[src/rtl/inst_fetch_unit.sv]
// Instruction-fetch stage: owns the PC, drives the synchronous InstructionCache address from
// next-PC and registers the returned instruction into the IF/ID pipeline register.
module inst_fetch_unit #(
  parameter logic [31:0] RESET_PC = 32'h0000_0000,
  parameter logic [31:0] NOP_INST = 32'h0000_0013,
  parameter int          CNT_W    = 32
) (
  input  logic             clk,
  input  logic             rst_n,
  input  logic             stall,
  input  logic             flush,
  input  logic             br_en,
  input  logic [31:0]      br_target,
  output logic [29:0]      icache_addr,
  input  logic [31:0]      icache_data,
  output logic [31:0]      id_pc,
  output logic [31:0]      id_inst,
  output logic             id_valid,
  output logic             id_misalign,
  output logic [CNT_W-1:0] fetch_cnt
);

  typedef enum logic {
    BOOT = 1'b0,
    RUN  = 1'b1
  } state_t;

  state_t      state_r;
  logic [31:0] pc_r;
  logic        misalign_r;
  logic        redirect_s;
  logic        f_valid_s;
  logic        if_write_s;
  logic [31:0] next_pc_s;

  // Next-PC selection; the cache samples next_pc so its data lines up with pc_r one edge later.
  always_comb begin
    redirect_s = 1'b0;
    f_valid_s  = 1'b0;
    next_pc_s  = pc_r;
    f_valid_s  = (state_r == RUN);
    redirect_s = br_en && f_valid_s;
    if (redirect_s) begin
      next_pc_s = {br_target[31:2], 2'b00};
    end else if (f_valid_s && !stall) begin
      next_pc_s = pc_r + 32'd4;
    end else begin
      next_pc_s = pc_r;
    end
  end

  assign icache_addr = next_pc_s[31:2];
  assign if_write_s  = !redirect_s && !flush && !stall;

  // PC, boot sequencing and pending-misalign flag.
  always_ff @(posedge clk or negedge rst_n) begin
    if (!rst_n) begin
      state_r    <= BOOT;
      pc_r       <= RESET_PC;
      misalign_r <= 1'b0;
    end else begin
      case (state_r)
        BOOT:    state_r <= RUN;
        RUN:     state_r <= RUN;
        default: state_r <= BOOT;
      endcase
      pc_r <= next_pc_s;
      // The flag rides with the first real instruction fetched from the redirect target.
      if (redirect_s) begin
        misalign_r <= |br_target[1:0];
      end else if (if_write_s && f_valid_s) begin
        misalign_r <= 1'b0;
      end else begin
        misalign_r <= misalign_r;
      end
    end
  end

  // IF/ID pipeline register and delivered-instruction counter; redirect beats a decode stall.
  always_ff @(posedge clk or negedge rst_n) begin
    if (!rst_n) begin
      id_pc       <= 32'h0000_0000;
      id_inst     <= NOP_INST;
      id_valid    <= 1'b0;
      id_misalign <= 1'b0;
      fetch_cnt   <= {CNT_W{1'b0}};
    end else if (redirect_s || flush) begin
      id_pc       <= pc_r;
      id_inst     <= NOP_INST;
      id_valid    <= 1'b0;
      id_misalign <= 1'b0;
      fetch_cnt   <= fetch_cnt;
    end else if (stall) begin
      id_pc       <= id_pc;
      id_inst     <= id_inst;
      id_valid    <= id_valid;
      id_misalign <= id_misalign;
      fetch_cnt   <= fetch_cnt;
    end else begin
      id_pc       <= pc_r;
      id_inst     <= icache_data;
      id_valid    <= f_valid_s;
      id_misalign <= misalign_r && f_valid_s;
      if (f_valid_s) begin
        fetch_cnt <= fetch_cnt + {{(CNT_W-1){1'b0}}, 1'b1};
      end else begin
        fetch_cnt <= fetch_cnt;
      end
    end
  end

endmodule

[config.mk]
export PLATFORM = sky130hd
export DESIGN_NAME = inst_fetch_unit
export DESIGN_NICKNAME = d
export VERILOG_FILES = /design/src/rtl/inst_fetch_unit.sv
export SDC_FILE = /design/constraint.sdc
export NUM_CORES = 1
export LEC_CHECK = 0
export CORE_UTILIZATION = 45
export CTS_CLUSTER_DIAMETER = 100
export DETAILED_ROUTE_END_ITERATION = 8
export PLACE_DENSITY = 0.83
export RECOVER_POWER = 50
export SYNTH_ARGS = -nofsm -noshare
export SYNTH_HDL_FRONTEND = slang
export SYNTH_SLANG_ARGS = --single-unit
[constraint.sdc]
create_clock -name clk -period 4.4 [get_ports clk]
set_input_delay 0.66 -clock clk [delete_from_list [all_inputs] [get_ports clk]]
set_output_delay 0.66 -clock clk [all_outputs]
set_load 0.02 [all_outputs]
==> flow_summary.toml, run 1 <==
[outcome]
status = "finished with violations"
violations = "max-capacitance violations, max-slew violations"

[cts]
htree_levels = 4
hold_buffers = 0
clock_latency_ns = 0.41
cts-root-buf = "clkbuf_16"
postCtsSetupRepairBufs = 0
cts_sinks = 128
cts-resized-gates = 0
cts_tree = "done"
path_clk_slew_ns = 0.05
numCtsBuffers = 17
cts_buffer_depth = 2

[global_routing]
grt_max_degree = 49
track_usage_pct = 25.02
first_global_vias = 5017
gr-total-overflow = 0
antenna_found_initial = 0
grt_pass1_wl_um = 25200

[job]
cap_violations = 1

[sta]
fin_setup_tns_ns = 0
relSlewSlack_pct = -64.02
hold_viol_final = 0
fin_crit_ns = 4.135
worstMarginPinSlew_ns = 2.460
fin_skew_ns = 0.008395
finalCritPeriodShare_pct = 93.97
rsz0062_at_grt = "no"
setup_violations = 0
max_freq_mhz = 241.9
drv_slew = 49

[yosys]
synth_compound_area_share_pct = 11.53
synth_xor_area_share_pct = 6.186
synthDistinctLibCells = 45
synth_area_per_cell_um2 = 10.17
async_flop_share_pct = 100.0
muxShareOfSynthArea_pct = 0.3756
yosysWarnings = 0
syn_area_mm2 = 0.005663
synth_edf_count = 0
synth-main-ff-cell = "dfrtp_1"
yosys.area_share.simple_pct = 21.12
synth_cells = 557
synth_top_family_by_area = "simple AND/OR/NAND/NOR gates"
synth_seq_area_share_pct = 56.63
ys_seq_elements = 128
synth-adder-area-share_pct = 0.4419

[final_layout]
finalNetCount = 815
antenna_cells = 0
multi_input_area_mm2 = 0.002267
regArea_mm2 = 0.003207
fillCellCount = 959
area_growth_pct = 45.51
final_cells = 924
postLayoutCoreUtil_pct = 67.76
drive_gt1_share_pct = 5.556

[routing]
wl_per_cell_um = 16.91
wirelength_um = 15630
vias = 5037
drc = 0
drtPass1Iterations = 5
viasPerCell = 5.451
dr.first_iter.drc_count = 309
drtAntennaViolNets = 0

[floorplanning]
die_y_um = 114.2
start_util_pct = 46.56
fp.dieW_um = 114.2
ios = 197
core-area_mm2 = 0.01216
dieArea_mm2 = 0.01304
num_rows = 40

[place]
finalWeightedCongestion = 0.8224
dp_cells = 893
dp_hpwl_um = 11310
io_buffers = 194

[critical_path]
crit_start = "stall"
cpPeakStageDelay_ns = 0.67
cp.required_ns = 3.74
crit_type = "in2out"
timing.critical_path.fanout_max = 8
r2r-end = "id_inst[29]"
r2r_setup_slack_ns = 1.54
rr_startpoint = "f_valid_s"
cp-end-kind = "output port"
arrival_ns = 3.47
reg2regPathDepth = 4
startpoint_type = "input port"
crit_chain = "clkdlybuf4s50_1 > nand4b_1 > or4_1 > or4_1 > a31oi_1 > clkdlybuf4s50_1"
slowest_stage = "or4_1"

[worst_hold_path]
hold_class = "reg2reg"
min_path_cells = 2
hold_path_end = "id_pc[26]"
min_from = "id_pc[26]"

[power]
cellLeakagePower_nw = 3.656
vdd_ir_drop_max_mv = 0.2747
total_power_mw = 3.343
power_density_mw_per_mm2 = 405.6
## cells in the final DEF, fill, tap and decap left out, types with 9 or more instances in the layout
master,synthesis,layout
clkdlybuf4s50_1,0,145
dfrtp_1,125,125
nand2_1,114,114
dlygate4sd3_1,0,48
a22o_1,30,30
nor2_1,29,29
xor2_1,22,22
a31oi_1,19,19
xnor2_1,18,18
nand3_1,17,17
or4_1,17,17
o21ai_0,17,17
clkbuf_16,0,17
o31ai_1,15,15
nor4_1,13,13
inv_1,11,11
nor3_1,13,11
nand4_1,10,10
clkbuf_1,24,9
## sequential cells by signal, indices dropped and copies added (netlist names)
| register | flops |
|---|---|
| id_pc | 30 |
| id_valid | 1 |
| f_valid_s | 1 |
| id_misalign | 1 |
| misalign_r | 1 |
| fetch_cnt | 32 |
| pc_r | 30 |
| id_inst | 32 |
## synthesized netlist by cell type, drive strengths merged (2+ instances only)
cell type | count | share of area [%]
clkbuf | 24 | 1.6
or3 | 7 | 0.77
xnor2 | 18 | 2.8
and2 | 3 | 0.33
a31oi | 19 | 2.1
or4 | 18 | 2.5
conb | 2 | 0.13
a21oi | 2 | 0.18
inv | 11 | 0.73
o31ai | 15 | 2.0
o21ai | 17 | 1.5
nor4 | 13 | 1.4
a22o | 30 | 4.6
o22a | 4 | 0.62
dfrtp | 125 | 55
and4 | 3 | 0.46
nand4 | 11 | 1.3
and3 | 7 | 0.77
nor2 | 29 | 1.9
nor2b | 2 | 0.22
nand3 | 18 | 1.7
nor3 | 13 | 1.1
xor2 | 22 | 3.4
nand4b | 2 | 0.31
buf | 12 | 1.3
ha | 2 | 0.44
dfstp | 3 | 1.4
nand2 | 114 | 7.6
## metrics by stage
| stage | instance area (µm²) | setup WS [ns] | hold WS [ns] |
|---|---|---|---|
| floorplan | 5667 | 1.328 | 0.3644 |
| detailed placement | 7739 | 0.3121 | 0.4550 |
| global placement | 7739 | 0.3841 | 0.4510 |
| global route | 8240 | 0.1536 | 0.4862 |
| finish | 8240 | 0.2654 | 0.4570 |
| CTS | 8263 | 0.2780 | 0.2625 |
## report_power, final
part           total [mW]  leakage [nW]  switching (mW)  internal (mW)
sequential           1.41          1.59           0.112           1.29
clock                1.25         0.258           0.467          0.782
combinational       0.688          1.81           0.369          0.318
## layer usage
metal  vias up  share of wire (%)  track usage [%]
li1       2349                  -                -
met1      2442                 41            30.36
met2       210                 50            42.30
met3        36                6.5            6.088
met4         0                2.5            11.17
met5         -                  0                0
## kinds of logic (layout without fill, tap and decap cells)
family	after synthesis	in the layout
AND/OR/NAND/NOR	245	245
flip-flops	128	128
AO/OA/AOI/OAI	91	91
buffers and inverters	47	245
XOR/XNOR	40	40
adder cells (fa/ha/maj)	2	2
other	2	3
multiplexers	2	2
## area by class of cell
| class | instances | area share, % |
|---|---|---|
| multi-input combinational | 383 | 27.51 |
| clock buffer | 24 | 5.603 |
| tap | 168 | 2.551 |
| inverter | 11 | 0.5011 |
| sequential | 128 | 38.92 |
| timing repair buffer | 203 | 24.16 |
| clock inverter | 7 | 0.7592 |
## how the worst max path moves through the flow
stage | to | slack, ns | cells after the start
2_1_floorplan | icache_addr[29] | 1.33 | 5
3_3_place_gp | icache_addr[29] | 0.38 | 6
3_5_place_dp | icache_addr[29] | 0.31 | 6
4_1_cts | icache_addr[29] | 0.28 | 6
5_1_grt | icache_addr[29] | 0.15 | 6
6_report | icache_addr[29] | 0.27 | 6
## worst max-delay path: cells and delay by family
family	cells	cell delay, ns
simple gates	3	1.48
buf+inv	2	1.07
compound gates	1	0.26
(Power assumes the default switching activity.)
==> run 2: changes to the inputs <==
- CAP_MARGIN: default -> 10
==> results of run 2 <==
Same layout as run 1: the final DEF is identical, and so are final timing and power.
